File: config.mk
export PLATFORM = sky130hd
export DESIGN_NAME = mmio_uart_tx
export DESIGN_NICKNAME = d
export VERILOG_FILES = /design/src/rtl/mmio_uart_pkg.sv /design/src/rtl/mmio_uart_tx_sync_fifo.sv /design/src/rtl/mmio_uart_tx.sv
export SDC_FILE = /design/constraint.sdc
export NUM_CORES = 1
export LEC_CHECK = 0
export BUFFER_PORTS_ARGS = -buffer_cell sky130_fd_sc_hd__buf_2
export CORE_ASPECT_RATIO = 0.5
export CORE_MARGIN = 4
export CORE_UTILIZATION = 54
export CTS_BUF_LIST = sky130_fd_sc_hd__clkbuf_4 sky130_fd_sc_hd__clkbuf_8 sky130_fd_sc_hd__clkbuf_16
export DETAILED_ROUTE_END_ITERATION = 10
export PLACE_DENSITY = 0.82
export SYNTH_ARGS = -nofsm -noshare
export SYNTH_HDL_FRONTEND = slang
export SYNTH_SLANG_ARGS = --single-unit
File: constraint.sdc
create_clock -name clk -period 3.1 [get_ports clk]
set_clock_uncertainty 0.2 [all_clocks]
set_input_delay 0 -clock clk [delete_from_list [all_inputs] [get_ports clk]]
set_output_delay 0 -clock clk [all_outputs]
set_load 0.02 [all_outputs]
File: src/rtl/mmio_uart_pkg.sv
// Shared definitions for the memory-mapped UART transmitter: register
// offsets, STATUS bit positions, transmitter state encoding and the
// word-aligned address compare used by the register decode.
package mmio_uart_pkg;

  localparam logic [31:0] REG_DATA_OFS   = 32'd0;
  localparam logic [31:0] REG_STATUS_OFS = 32'd4;

  localparam int STATUS_FULL_BIT = 0;
  localparam int STATUS_IDLE_BIT = 1;
  localparam int STATUS_OVF_BIT  = 2;

  typedef enum logic [1:0] {
    IDLE  = 2'd0,
    START = 2'd1,
    DATA  = 2'd2,
    STOP  = 2'd3
  } tx_state_t;

  // Byte lanes inside a word are not decoded: compare word addresses only.
  function automatic logic word_hit(input logic [31:0] addr, input logic [31:0] target);
    return addr[31:2] == target[31:2];
  endfunction

endpackage

File: src/rtl/mmio_uart_tx_sync_fifo.sv
// Synchronous FIFO with extra-MSB pointers: equal pointers mean empty,
// pointers differing only in the MSB mean full. A push while full is
// accepted when a pop happens in the same cycle.
module sync_fifo #(
  parameter int WIDTH = 8,
  parameter int DEPTH = 8
) (
  input  logic             clk_i,
  input  logic             rst_ni,
  input  logic             push_i,
  input  logic             pop_i,
  input  logic [WIDTH-1:0] wdata_i,
  output logic [WIDTH-1:0] rdata_o,
  output logic             full_o,
  output logic             empty_o
);

  localparam int AW = $clog2(DEPTH);

  logic [AW:0]      wr_ptr_q, wr_ptr_d;
  logic [AW:0]      rd_ptr_q, rd_ptr_d;
  logic [WIDTH-1:0] mem_q [DEPTH];
  logic             wr_en_s, rd_en_s;

  assign empty_o = (wr_ptr_q == rd_ptr_q);
  assign full_o  = (wr_ptr_q[AW] != rd_ptr_q[AW]) && (wr_ptr_q[AW-1:0] == rd_ptr_q[AW-1:0]);
  assign wr_en_s = push_i && (!full_o || pop_i);
  assign rd_en_s = pop_i && !empty_o;
  assign rdata_o = mem_q[rd_ptr_q[AW-1:0]];

  // Pointer advance on accepted push / pop.
  always_comb begin
    wr_ptr_d = wr_ptr_q;
    rd_ptr_d = rd_ptr_q;
    if (wr_en_s) begin
      wr_ptr_d = wr_ptr_q + (AW+1)'(1);
    end else begin
      wr_ptr_d = wr_ptr_q;
    end
    if (rd_en_s) begin
      rd_ptr_d = rd_ptr_q + (AW+1)'(1);
    end else begin
      rd_ptr_d = rd_ptr_q;
    end
  end

  // Pointer registers.
  always_ff @(posedge clk_i or negedge rst_ni) begin
    if (!rst_ni) begin
      wr_ptr_q <= '0;
      rd_ptr_q <= '0;
    end else begin
      wr_ptr_q <= wr_ptr_d;
      rd_ptr_q <= rd_ptr_d;
    end
  end

  // Storage array; cleared on reset so no stale byte is ever observable.
  always_ff @(posedge clk_i or negedge rst_ni) begin
    if (!rst_ni) begin
      for (int i = 0; i < DEPTH; i++) begin
        mem_q[i] <= '0;
      end
    end else if (wr_en_s) begin
      mem_q[wr_ptr_q[AW-1:0]] <= wdata_i;
    end
  end

endmodule

File: src/rtl/mmio_uart_tx.sv
// Memory-mapped console transmitter. Stores to DATA are queued in a FIFO
// and sent 8N1, LSB first, on uart_txd. STATUS reports {ovf, idle, full}.
// Build option: UART_TX_SIM_PRINT_EN echoes accepted bytes with $write and
// warns on overrun (simulation only); undefined builds are pure RTL.
module mmio_uart_tx
  import mmio_uart_pkg::*;
#(
  parameter logic [31:0] BASE_ADDR  = 32'h1FD0_03F8,
  parameter int          CLK_DIV    = 16,
  parameter int          FIFO_DEPTH = 8
) (
  input  logic        clk,
  input  logic        rst,
  input  logic        mem_we,
  input  logic        mem_re,
  input  logic [31:0] mem_addr,
  input  logic [31:0] mem_wdata,
  output logic [31:0] mem_rdata,
  output logic        uart_txd,
  output logic        tx_busy
);

  localparam int          BW          = (CLK_DIV > 2) ? $clog2(CLK_DIV) : 1;
  localparam logic [31:0] DATA_ADDR   = BASE_ADDR + REG_DATA_OFS;
  localparam logic [31:0] STATUS_ADDR = BASE_ADDR + REG_STATUS_OFS;

  tx_state_t   state_q, state_d;
  logic [BW-1:0] baud_q, baud_d;
  logic [2:0]  bit_q, bit_d;
  logic [7:0]  shift_q, shift_d;
  logic        txd_q, txd_d;
  logic        ovf_q, ovf_d;

  logic        push_req_s, push_ok_s, ovf_set_s, status_rd_s, pop_s, baud_wrap_s;
  logic        fifo_full_s, fifo_empty_s;
  logic [7:0]  fifo_rdata_s;
  logic [31:0] status_s;
  logic        unused_s;

  assign unused_s    = ^mem_wdata[31:8];
  assign push_req_s  = mem_we && word_hit(mem_addr, DATA_ADDR);
  assign status_rd_s = mem_re && word_hit(mem_addr, STATUS_ADDR);
  assign push_ok_s   = push_req_s && (!fifo_full_s || pop_s);
  assign ovf_set_s   = push_req_s && fifo_full_s && !pop_s;
  assign baud_wrap_s = (baud_q == BW'(CLK_DIV - 1));

  assign uart_txd = txd_q;
  assign tx_busy  = (state_q != IDLE) || !fifo_empty_s;

  sync_fifo #(
    .WIDTH(8),
    .DEPTH(FIFO_DEPTH)
  ) u_fifo (
    .clk_i  (clk),
    .rst_ni (rst),
    .push_i (push_ok_s),
    .pop_i  (pop_s),
    .wdata_i(mem_wdata[7:0]),
    .rdata_o(fifo_rdata_s),
    .full_o (fifo_full_s),
    .empty_o(fifo_empty_s)
  );

  // Frame sequencer: baud count, bit count, shift register and line level.
  always_comb begin
    state_d = state_q;
    baud_d  = baud_wrap_s ? '0 : baud_q + BW'(1);
    bit_d   = bit_q;
    shift_d = shift_q;
    pop_s   = 1'b0;
    case (state_q)
      IDLE: begin
        baud_d = '0;
        if (!fifo_empty_s) begin
          pop_s   = 1'b1;
          shift_d = fifo_rdata_s;
          state_d = START;
        end else begin
          state_d = IDLE;
        end
      end
      START: begin
        if (baud_wrap_s) begin
          bit_d   = 3'd0;
          state_d = DATA;
        end else begin
          state_d = START;
        end
      end
      DATA: begin
        if (baud_wrap_s) begin
          shift_d = {1'b0, shift_q[7:1]};
          bit_d   = bit_q + 3'd1;
          state_d = (bit_q == 3'd7) ? STOP : DATA;
        end else begin
          state_d = DATA;
        end
      end
      STOP: begin
        if (baud_wrap_s && !fifo_empty_s) begin
          pop_s   = 1'b1;
          shift_d = fifo_rdata_s;
          state_d = START;
        end else if (baud_wrap_s) begin
          state_d = IDLE;
        end else begin
          state_d = STOP;
        end
      end
      default: begin
        baud_d  = '0;
        state_d = IDLE;
      end
    endcase

    case (state_q)
      START:   txd_d = 1'b0;
      DATA:    txd_d = shift_q[0];
      default: txd_d = 1'b1;
    endcase
  end

  // Sticky overrun flag: set has priority over the clear-on-STATUS-read.
  always_comb begin
    if (ovf_set_s) begin
      ovf_d = 1'b1;
    end else if (status_rd_s) begin
      ovf_d = 1'b0;
    end else begin
      ovf_d = ovf_q;
    end
  end

  // STATUS read mux; every other load returns zero.
  always_comb begin
    status_s                  = 32'd0;
    status_s[STATUS_OVF_BIT]  = ovf_q;
    status_s[STATUS_IDLE_BIT] = fifo_empty_s && (state_q == IDLE);
    status_s[STATUS_FULL_BIT] = fifo_full_s;
    if (status_rd_s) begin
      mem_rdata = status_s;
    end else begin
      mem_rdata = 32'd0;
    end
  end

  // Transmitter state registers; the line idles high through reset.
  always_ff @(posedge clk or negedge rst) begin
    if (!rst) begin
      state_q <= IDLE;
      baud_q  <= '0;
      bit_q   <= 3'd0;
      shift_q <= 8'd0;
      txd_q   <= 1'b1;
      ovf_q   <= 1'b0;
    end else begin
      state_q <= state_d;
      baud_q  <= baud_d;
      bit_q   <= bit_d;
      shift_q <= shift_d;
      txd_q   <= txd_d;
      ovf_q   <= ovf_d;
    end
  end

`ifdef UART_TX_SIM_PRINT_EN
  // Simulation console echo of accepted bytes and overrun warnings.
  always_ff @(posedge clk) begin
    if (rst && push_ok_s) begin
      $write("%c", mem_wdata[7:0]);
    end
    if (rst && ovf_set_s) begin
      $display("mmio_uart_tx: warning: TX FIFO overrun, byte dropped");
    end
  end
`else
  // No console echo in hardware builds.
`endif

endmodule

# After elaboration in Yosys (flattened, before gate mapping)
# Index checks and enable logic that the tools add are counted.
[word_totals] register_bits=91 input_bits=68 out_inout_bits=34 word_cells=91
[classes] n_addsub=4 magnitude_cmp=3 eq_ne=14 muxes=29 bitwise_logic=2 n_reduce_logical=23
[op_table] op="$bwmux 64" n=1
[op_table] op="$eq 30x27->1 const B" n=2
[op_table] op="$mux 8" n=6
[op_table] op="$bmux 8 s3" n=1
[op_table] op="$demux 8 s3" n=1
[op_table] op="$pmux 8 s3" n=1
[op_table] op="$add 4x1->4 const B" n=3
[op_table] op="$logic_and 1x1->1" n=11
[op_table] op="$mux 3" n=3
[op_table] op="$ge 4x4->1 const B" n=2
[op_table] op="$mux 4" n=2
[op_table] op="$ne 2x2->1 const B" n=4
[op_table] op="$not 3->4" n=2
[op_table] op="$pmux 2 s4" n=1
[op_table] op="$mux 1" n=7
[op_table] op="$mux 2" n=3
[op_table] op="$pmux 3 s2" n=1
[op_table] op="$reduce_bool 2->1" n=3
[op_table] op="$eq 2x2->1 const B" n=2
[op_table] op="$eq 4x4->1" n=1
[op_table] op="$eq 4x4->1 const B" n=1
[op_table] op="$lt 4x1->1 const B" n=1
[op_table] op="$pmux 1 s2" n=2
[op_table] op="$reduce_and 4->1" n=1
[op_table] op="other kinds (10)" n=13

# Longest topological paths before layout
# Gate-level depths: netlist (run 1).
[logic_depth] depth_word=8 ltp_mapped=8 ltp_nobuf=7

# Cells and area by module
# A second synthesis (run 1) with hierarchy kept.
[hier_totals] cells_unflattened=357 area_unflattened_um2=4859.7
[modules_own_cells] mod="sync_fifo" n_inst=1 cells_each=215 area_each_um2=3524.6 seq_area_each_um2=1801.7
[modules_own_cells] mod="mmio_uart_tx" n_inst=1 cells_each=142 area_each_um2=1335.0 seq_area_each_um2=476.7

# Worst setup path after synthesis (run 1)
# OpenSTA, ideal clock, no wires.
[synth_timing] path_kind="flip-flop to flip-flop" start="register u_fifo.rd_ptr_q[0]" end="register shift_q[0]" arrival_ps=2119 required_time_ps=2743 slack_ps=624 stages_incl_launch_ff=7 n_path_buf=1 synth_period_minus_slack_ps=2476 path_cell_list="dfrtp_1 > buf_2 > xor2_1 > nor4_1 > o21a_1 > o221ai_1 > mux2i_1"
[synth_via] elab_chain_cells=6
[synth_rtl] item="start, declared" line="mmio_uart_tx_sync_fifo.sv:21" rtl="logic [AW:0] rd_ptr_q, rd_ptr_d;"
[synth_rtl] item="start signal, assigned" line="mmio_uart_tx_sync_fifo.sv:54" rtl="rd_ptr_q <= rd_ptr_d;"
[synth_rtl] item="$not 3->4 (not written as such)" line="mmio_uart_tx_sync_fifo.sv:29" rtl="assign rdata_o = mem_q[rd_ptr_q[AW-1:0]];"
[synth_rtl] item="$bmux 8 s3" line="mmio_uart_tx_sync_fifo.sv:29"
[synth_rtl] item="$mux 8 (not written as such) (2 in a row)" line="mmio_uart_tx_sync_fifo.sv:29"
[synth_rtl] item="$mux 8, on equally long branches" line="mmio_uart_tx.sv:100, mmio_uart_tx.sv:74"
[synth_rtl] item="$pmux 8 s3" line="mmio_uart_tx.sv:71" rtl="case (state_q)"
[synth_rtl] item="end signal, assigned" line="mmio_uart_tx.sv:160" rtl="shift_q <= shift_d;"
[synth_rtl] item="end, declared" line="mmio_uart_tx.sv:30" rtl="logic [7:0] shift_q, shift_d;"
# Several ways; a longest one is shown, not always the timed one. The select of a mux whose other input is x is not followed.
# A chain may end at the register's enable or synchronous reset.

# Worst setup path in the final report (run 1)
[layout_timing] start="register state_q[1]" end="register u_fifo.mem_q[43] in the netlist's numbering"
[layout_via] elab_chain_cells=5
[layout_rtl] item="start, declared" line="mmio_uart_tx.sv:27" rtl="tx_state_t state_q, state_d;"
[layout_rtl] item="start signal, assigned" line="mmio_uart_tx.sv:157" rtl="state_q <= state_d;"
[layout_rtl] item="$eq 2x2->1 or $logic_not 2->1 (tied branches)" line="mmio_uart_tx.sv:71"
[layout_rtl] item="$pmux 1 s2 (*)" line="mmio_uart_tx.sv:71"
[layout_rtl] item="$logic_or 1x1->1 (*)" line="mmio_uart_tx_sync_fifo.sv:27, mmio_uart_tx.sv:43"
[layout_rtl] item="$logic_and 1x1->1" line="mmio_uart_tx.sv:43" rtl="assign push_ok_s = push_req_s && (!fifo_full_s || pop_s);"
[layout_rtl] item="$logic_and 1x1->1 (*)" line="mmio_uart_tx_sync_fifo.sv:27" rtl="assign wr_en_s = push_i && (!full_o || pop_i);"
[layout_rtl] item="end signal, assigned by index" line="mmio_uart_tx_sync_fifo.sv:65" rtl="mem_q[wr_ptr_q[AW-1:0]] <= wdata_i;"
[layout_rtl] item="end, declared" line="mmio_uart_tx_sync_fifo.sv:22" rtl="logic [WIDTH-1:0] mem_q [DEPTH];"
# Mark *: on every way between the ends. The rest lies on a longest branch, timed or not.

==> results.cfg, run 1 <==
[run_status]
status = completed

[drt]
drc = 0
drt_iter0_drc = 214
via_per_inst = 5.65
ant_nets = 0
num_vias = 2926
drt_wl_total_mm = 9.63
drt-pass1-iter-count = 6
wl_per_cell_microns = 18.6

[worst_setup_path]
crit_top_cell = inv_1
rr_endpoint = u_fifo.mem_q[43]
crit_slowest_cell = and3_1
ff2ff_setup_slack_ps = 250
start_kind = flip-flop
critical_path.max_fanout = 8
crit_chain = inv_1, ha_1, inv_1, a21o_1, a311oi_4, and3_1, mux2_2
cp-endpoint = u_fifo.mem_q[43]
end_kind = flip-flop
crit_type = flip-flop to flip-flop
required_ps = 3120
worstPathArrival_ps = 2860
r2r-start = state_q[1]
rr_worst_depth = 7
critPathMaxStageDelay_ps = 580
startpoint = state_q[1]

[timing]
slew_headroom_pct = 20.0
max_freq_mhz = 351
setup_viol = 0
rsz0062_at_grt = false
fin_crit_ps = 2850
worst_slew_pin_slew_ps = 1200
final_hold_viol_count = 0
slew_violations = 0
min_period_over_period_pct = 91.8
fin_setup_tns_ps = 0

[floorplanning]
fp.dieH_microns = 73.1
ios = 102
core-area_sq_um = 8120
die_w_microns = 138
dieArea_sq_um = 10100
row_count = 23
start_util_pct = 56.5

[place]
routabilityCongestion = 0.753
dp.cells = 490
port_buffers = 46
dp_hpwl_mm = 6.47

[synth]
synthMuxAreaShare_pct = 26.1
synthArstFlopShare_pct = 100
synth_xor_area_share_pct = 2.10
synth_seq_cells = 91
ys_types = 46
ys_warn_count = 0
synthTopCellsByArea = dfrtp_1, mux2_2, mux4_2, buf_4, ha_1
synth-compound-area-share_pct = 4.94
syn_avg_cell_area_sq_um = 13.6
post-synth-top-area-cell = dfrtp_1
synthesis.area_sq_um = 4580
synth-edff-count = 0
synth_top_family_by_area = multiplexers
netlist.area_leader.share_pct = 49.2
ys_seq_area_share_pct = 49.7
syn_inst = 338
synthAdderAreaFrac_pct = 2.73
synth_top_flop_cell = dfrtp_1
synthSimpleGateAreaFrac_pct = 7.05

[cells_and_area]
drive_gt1_share_pct = 38.9
antenna_cells = 0
final_cells = 518
final_cell_mix = dfrtp_1, mux2_2, buf_2
nets = 479
final_common_cell = dfrtp_1
area_delta_synth_final_pct = 15.5

[clock_network]
cts_root_buf = clkbuf_16
cts.sinks = 91
cts_buffers = 9
cts_post_setup_buffers_inserted = 0
insertion_delay_ps = 330
postCtsHoldBufs = 12
ctsResizeCount = 0
clock_path_buffers = 2
htree_levels = 3
cts_tree = built
clk_pin_slew_worst_paths_ps = 70

[grt]
grt_antenna_before_repair = 0
track_usage_pct = 20.3
grt_pass1_wl_mm = 16.0
grt_overflow = 0
grt_max_degree = 92
grt_pass1_vias = 3159

[job]
drv_cap = 0

[pwr]
p_comb_share_pct = 7.0
power_mw = 2.57
clkPwrFrac_pct = 46.6
p_int_mw = 1.99
ir_worst_vdd_uv = 328
net-switching-power_mw = 0.580
power.density_nw_per_um2 = 486
seqPwrFrac_pct = 46.4
swShare_pct = 22.5
power.leakage_nw = 2.65

[min_path]
hp-class = input pin to flip-flop
hold_depth = 5
min_from = mem_addr[18]
-- power by group through the flow --
stage | combinational [mW] | sequential, mW | clock, mW
floorplan | 0.122 | 1.22 | 0
global placement | 0.161 | 1.22 | 0
detailed placement | 0.169 | 1.22 | 0
CTS | 0.182 | 1.19 | 1.22
global route | 0.199 | 1.19 | 1.28
finish | 0.181 | 1.19 | 1.20
-- final cells by class --
type | count | area, sq um
clock buffer | 10 | 239
clock inverter | 6 | 93.8
fill | 560 | 2830
inverter | 12 | 45.0
multi-input combinational | 220 | 2070
sequential | 91 | 2280
tap | 112 | 140
timing repair buffer | 67 | 420
-- registers in the layout, indices dropped and copies added (netlist names) --
register,count
shift_q,8
state_q,2
u_fifo.mem_q,64
baud_q,4
uart_txd,1
bit_q,3
u_fifo.rd_ptr_q,4
u_fifo.wr_ptr_q,4
ovf_q,1
-- how the worst min path moves through the flow --
| stage | slack, ps | endpoint |
|---|---|---|
| finish | 60 | ovf_q |
| CTS | 50 | ovf_q |
| floorplan | -500 | baud_q[0] |
| detailed placement | 80 | u_fifo.mem_q[2] |
| global placement | 50 | u_fifo.mem_q[26] |
| global route | 90 | ovf_q |
-- per-stage QoR --
step	hold slack [ps]	area (sq um)	utilization, %	worst slack [ps]
final	64.1	5290	65.2	255
after detailed placement	81.5	4840	59.6	290
after global placement	51.1	4840	59.6	382
after global routing	90.6	5290	65.2	117
after CTS	45.1	5290	65.2	263
after floorplan	-496	4690	-	624
-- worst max-delay path: cells and delay by family (launching register included) --
kind	cells	cell delay, ps
AO/OA/AOI/OAI	2	620
flip-flops	1	410
multiplexers	1	410
adder cells (fa/ha/maj)	1	300
AND/OR/NAND/NOR	1	580
buffers and inverters	2	190
-- kinds of logic (layout without fill, tap and decap cells) --
logic type,after synthesis,after routing
other,1,29
and+or+nand+nor,54,54
AOI/OAI and AO/OA,25,25
muxes,91,91
buffers and inverters,55,95
adders and majority gates,10,10
DFF,91,91
xor gates and xnor gates,11,11
-- routing by layer --
layer  global-route usage (%)  vias up  wire length [microns]
li1                         -     1311                      -
met1                     24.2     1487                   3950
met2                     36.4      117                   4930
met3                     5.50       11                    656
met4                     7.01        0                     98
met5                        0        -                      0
-- synth_stat cells (3+ instances only) --
cell type / number
nand3b_2: 3
mux2_2: 66
nand4_1: 4
a32o_1: 3
clkbuf_1: 5
and3_1: 7
mux4_2: 16
o21ai_0: 3
a222oi_1: 7
mux2i_1: 9
buf_4: 34
ha_1: 10
nand2_1: 8
nor2b_1: 4
xor2_1: 6
buf_1: 3
inv_1: 12
dfrtp_1: 90
xnor2_1: 5
nor2_1: 11
No activity file was read; power rests on OpenSTA's default activity.
==> inputs of run 2 (changes only) <==
--- a/config.mk
+++ b/config.mk
@@ -7,10 +7,10 @@
 export LEC_CHECK = 0
 export BUFFER_PORTS_ARGS = -buffer_cell sky130_fd_sc_hd__buf_2
 export CORE_ASPECT_RATIO = 0.5
-export CORE_MARGIN = 4
 export CORE_UTILIZATION = 54
 export CTS_BUF_LIST = sky130_fd_sc_hd__clkbuf_4 sky130_fd_sc_hd__clkbuf_8 sky130_fd_sc_hd__clkbuf_16
 export DETAILED_ROUTE_END_ITERATION = 10
+export GPL_TIMING_DRIVEN = 0
 export PLACE_DENSITY = 0.82
 export SYNTH_ARGS = -nofsm -noshare
 export SYNTH_HDL_FRONTEND = slang
==> results.cfg, run 2 (synthesis results as in run 1) <==
[timing]
min_period_over_period_pct = 94.8
fin_crit_ps = 2940
fin_setup_tns_ps = 0
hold_ws_ps = 10.1
slew_headroom_pct = 22.7
slew_violations = 0
setup_viol = 0
worst_slew_pin_slew_ps = 1160
max_freq_mhz = 340
final.setup.worst_slack_ps = 160
final_hold_viol_count = 0
rsz0062_at_grt = false

[pwr]
p_int_mw = 1.85
seqPwrFrac_pct = 49.0
net-switching-power_mw = 0.588
p_comb_share_pct = 8.9
power.density_nw_per_um2 = 442
power_mw = 2.44
swShare_pct = 24.1
ir_worst_vdd_uv = 278
clkPwrFrac_pct = 42.1
power.leakage_nw = 2.80

[cells_and_area]
top_register = u_fifo.mem_q
largest_reg_flops = 64
antenna_cells = 0
drive_gt1_share_pct = 42.1
reg_top3 = u_fifo.mem_q (64), shift_q (8)
final_common_cell = dfrtp_1
final_cell_mix = dfrtp_1, mux2_2, buf_2
design_area_sq_um = 5510
fillers = 583
area_delta_synth_final_pct = 20.3
finish.utilization_pct = 67.9
nets = 516
final_cells = 554

[worst_setup_path]
required_ps = 3130
critical_path.max_fanout = 10
worstPathArrival_ps = 2970
crit_type = flip-flop to flip-flop
rr_worst_depth = 7
end_kind = flip-flop
start_kind = flip-flop

[floorplanning]
ios = 102
dieArea_sq_um = 8880
fp.dieH_microns = 67.1
core-area_sq_um = 8120
die_w_microns = 132
start_util_pct = 56.5
row_count = 23

[place]
routabilityCongestion = 0.742
dp_hpwl_mm = 6.13
placed_cell_area_sq_um = 5090
place_worst_setup_slack_ps = 19.5
dp.cells = 525
port_buffers = 46

[drt]
drt-pass1-iter-count = 4
ant_nets = 0
drt_wl_total_mm = 9.51
num_vias = 2980
drt_iter0_drc = 258
via_per_inst = 5.38
wl_per_cell_microns = 17.2
drc = 0

[clock_network]
clk_pin_slew_worst_paths_ps = 60
cts_tree = built
htree_levels = 3
cts_root_buf = clkbuf_16
cts_buffers = 9
cts_post_setup_buffers_inserted = 0
insertion_delay_ps = 350
cts.sinks = 91
clock_path_buffers = 2

[grt]
grt_antenna_before_repair = 0
track_usage_pct = 23.8
grt_overflow = 0
grt_pass1_vias = 3021
grt_max_degree = 75
grt_pass1_wl_mm = 15.4

[run_status]
status = completed

[min_path]
hp-class = input pin to flip-flop
hold_depth = 3

[job]
drv_cap = 0
==> run 2: cell types whose count changed in the layout (fill, tap and decap cells not counted), sizes merged <==
cell,previous run,this run
buf,55,84
bufinv,2,0
clkbuf,10,16
clkinv,1,3
dlygate4sd3,12,14
inv,15,14
==> run 2: final timing paths <==
kind                                            to  slack (ps)                from
max in group asynchronous       u_fifo.wr_ptr_q[0]        1020                 rst
worst max register to register     u_fifo.mem_q[0]         160  u_fifo.rd_ptr_q[2]
worst max-delay path               u_fifo.mem_q[0]         160  u_fifo.rd_ptr_q[2]
worst min-delay path                         ovf_q          10              mem_we
min in group asynchronous                 uart_txd         500                 rst
worst min register to register  u_fifo.wr_ptr_q[3]         280  u_fifo.wr_ptr_q[3]
==> run 2: worst max-delay path, cell delays in order, from the launching register on <==
cell	delay [ps]
dfrtp_1	320
clkbuf_1	550
xor2_1	280
nor3_1	130
a311oi_4	520
and3_1	250
buf_4	220
mux2_2	360
==> run 2: routing by layer <==
metal,part of all wire (%),GRT usage (%)
met3,8.4,8.71
met5,0,0
met4,1.5,8.62
met2,47,39.8
met1,43,29.0
==> run 2: final cells by class <==
cell class	count	area (sq um)	share of cell area, %
Inverter	12	45.0	0.817
Sequential cell	91	2280	41.3
Buffer	43	292	5.29
Multi-Input combinational cell	220	2080	37.7
Timing Repair Buffer	61	400	7.27
Clock buffer	10	239	4.34
Tap cell	112	140	2.54
Clock inverter	5	36.3	0.658
==> run 2: repair_timing <==
action,CTS,global route
setup endpoints to repair,2,1
hold endpoints to repair,159,0
resized for setup,1,2
hold buffers,14,0
==> run 2: power by group through the flow <==
stage	combinational, mW	clock (mW)	sequential (mW)
after floorplan	0.122	0	1.22
after global placement	0.194	0	1.22
after detailed placement	0.201	0	1.22
after CTS	0.217	1.04	1.19
after global routing	0.238	1.09	1.19
final	0.216	1.03	1.19
==> inputs of run 3 (changes only) <==
--- a/config.mk
+++ b/config.mk
@@ -5,7 +5,7 @@
 export SDC_FILE = /design/constraint.sdc
 export NUM_CORES = 1
 export LEC_CHECK = 0
-export BUFFER_PORTS_ARGS = -buffer_cell sky130_fd_sc_hd__buf_2
+export BUFFER_PORTS_ARGS = -buffer_cell sky130_fd_sc_hd__clkbuf_2
 export CORE_ASPECT_RATIO = 0.5
 export CORE_UTILIZATION = 54
 export CTS_BUF_LIST = sky130_fd_sc_hd__clkbuf_4 sky130_fd_sc_hd__clkbuf_8 sky130_fd_sc_hd__clkbuf_16
==> constraint.sdc (replaced) <==
create_clock -name clk -period 3.1 [get_ports clk]
set_clock_uncertainty 0.2 [all_clocks]
set_input_delay 0.31 -clock clk [delete_from_list [all_inputs] [get_ports clk]]
set_output_delay 0.31 -clock clk [all_outputs]
set_load 0.02 [all_outputs]
==> results.cfg, run 3 (synthesis results as in run 1) <==
[grt]
grt_max_degree = 60
track_usage_pct = 23.6
grt_overflow = 0
grt_pass1_wl_mm = 15.2
grt_antenna_before_repair = 0
grt_pass1_vias = 2964

[clock_network]
cts_tree = built
cts_buffers = 9
clk_pin_slew_worst_paths_ps = 60
insertion_delay_ps = 340
cts.sinks = 91
cts_root_buf = clkbuf_16
clock_path_buffers = 2
htree_levels = 3
cts_post_setup_buffers_inserted = 0

[cells_and_area]
multi_input_area_sq_um = 2080
final_cells = 540
final_cell_mix = dfrtp_1, mux2_2, clkbuf_2
fillers = 594
area_delta_synth_final_pct = 18.1
nets = 503
final_common_cell = dfrtp_1
drive_gt1_share_pct = 43.0
seq_area_sq_um = 2280
top_register = u_fifo.mem_q
largest_reg_flops = 64
reg_top3 = u_fifo.mem_q (64), shift_q (8)
antenna_cells = 0

[worst_setup_path]
r2r-start = u_fifo.rd_ptr_q[2]
critPathMaxStageDelay_ps = 530
worstPathArrival_ps = 2960
crit_chain = clkbuf_1, xor2_1, nor3_1, a311oi_4, and3_1, buf_4, mux2_2
rr_worst_depth = 7
required_ps = 3120
rr_endpoint = u_fifo.mem_q[0]
ff2ff_setup_slack_ps = 160
path_buf_inv = 2
critical_path.max_fanout = 10
cp-endpoint = u_fifo.mem_q[0]
end_kind = flip-flop
crit_slowest_cell = clkbuf_1
worst-path-stages = 7
startpoint = u_fifo.rd_ptr_q[2]
crit_family = buffers and inverters
start_kind = flip-flop
crit_type = flip-flop to flip-flop

[timing]
setup_viol = 0
fin_crit_ps = 2940
final_hold_viol_count = 0
fin_setup_tns_ps = 0
min_period_over_period_pct = 94.8
max_freq_mhz = 340
final.setup.worst_slack_ps = 161
slew_violations = 0
rsz0062_at_grt = false
slew_headroom_pct = 27.8
worst_slew_pin_slew_ps = 1080

[drt]
drc = 0
via_per_inst = 5.56
num_vias = 3000
wl_per_cell_microns = 17.4
drt_wl_total_mm = 9.39
ant_nets = 0
drt-pass1-iter-count = 5
drt_iter0_drc = 192

[min_path]
hp-class = input pin to flip-flop

[place]
place_worst_setup_slack_ps = 4.03
dp_hpwl_mm = 6.26
port_buffers = 46
routabilityCongestion = 0.744
dp.cells = 525

[pwr]
ir_worst_vdd_uv = 272
power.density_nw_per_um2 = 470
power.leakage_nw = 2.76

[floorplanning]
fp.dieH_microns = 67.1
ios = 102
start_util_pct = 56.5
row_count = 23
dieArea_sq_um = 8880
core-area_sq_um = 8120
die_w_microns = 132

[job]
drv_cap = 0

[run_status]
status = completed
## run 3: how the worst min path moves through the flow
stage	start	endpoint	slack, ps	cells after the start
floorplan	rst	baud_q[0]	-190	0
global placement	ovf_q	ovf_q	270	1
detailed placement	rst	bit_q[2]	140	1
CTS	mem_wdata[3]	u_fifo.mem_q[43]	100	2
global route	mem_wdata[5]	u_fifo.mem_q[5]	110	2
finish	mem_wdata[3]	u_fifo.mem_q[43]	110	2
## run 3: per-stage QoR
step / util [%] / hold WS (ps) / area (sq um) / total power, mW
after global routing: 66.7 / 114 / 5410 / 2.63
after global placement: 62.3 / 274 / 5060 / 1.41
after CTS: 66.7 / 96.9 / 5410 / 2.57
final: 66.7 / 106 / 5410 / 2.55
after detailed placement: 62.7 / 139 / 5090 / 1.42
after floorplan: - / -186 / 4690 / 1.34
## run 3: per-layer routing
| metal | share of wire [%] | up-vias | GRT usage [%] |
|---|---|---|---|
| li1 | - | 1359 | - |
| met1 | 44 | 1509 | 29.7 |
| met2 | 47 | 113 | 38.8 |
| met3 | 6.7 | 19 | 6.76 |
| met4 | 2.2 | 0 | 11.6 |
| met5 | 0 | - | 0 |
## run 3: what timing repair did
action,CTS,global route
endpoints found under the hold margin,31,0
resized for setup,1,0
endpoints found under the setup margin,2,0
hold buffers,1,0
## run 3: area by class of cell
type | count | share of cell area [%]
well taps | 112 | 2.59
repair buffers | 48 | 4.99
multi-input cells | 220 | 38.4
clock inverters | 4 | 1.41
clock buffers | 10 | 4.30
plain buffers | 43 | 5.36
inverters | 12 | 0.832
flip-flops and latches | 91 | 42.1
## run 3: where the power goes
part | leakage [nW] | internal (mW) | switching [mW] | total [mW]
registers | 1.27 | 1.19 | 0.00227 | 1.19
clock network | 0.148 | 0.709 | 0.440 | 1.15
logic | 1.34 | 0.0806 | 0.123 | 0.203
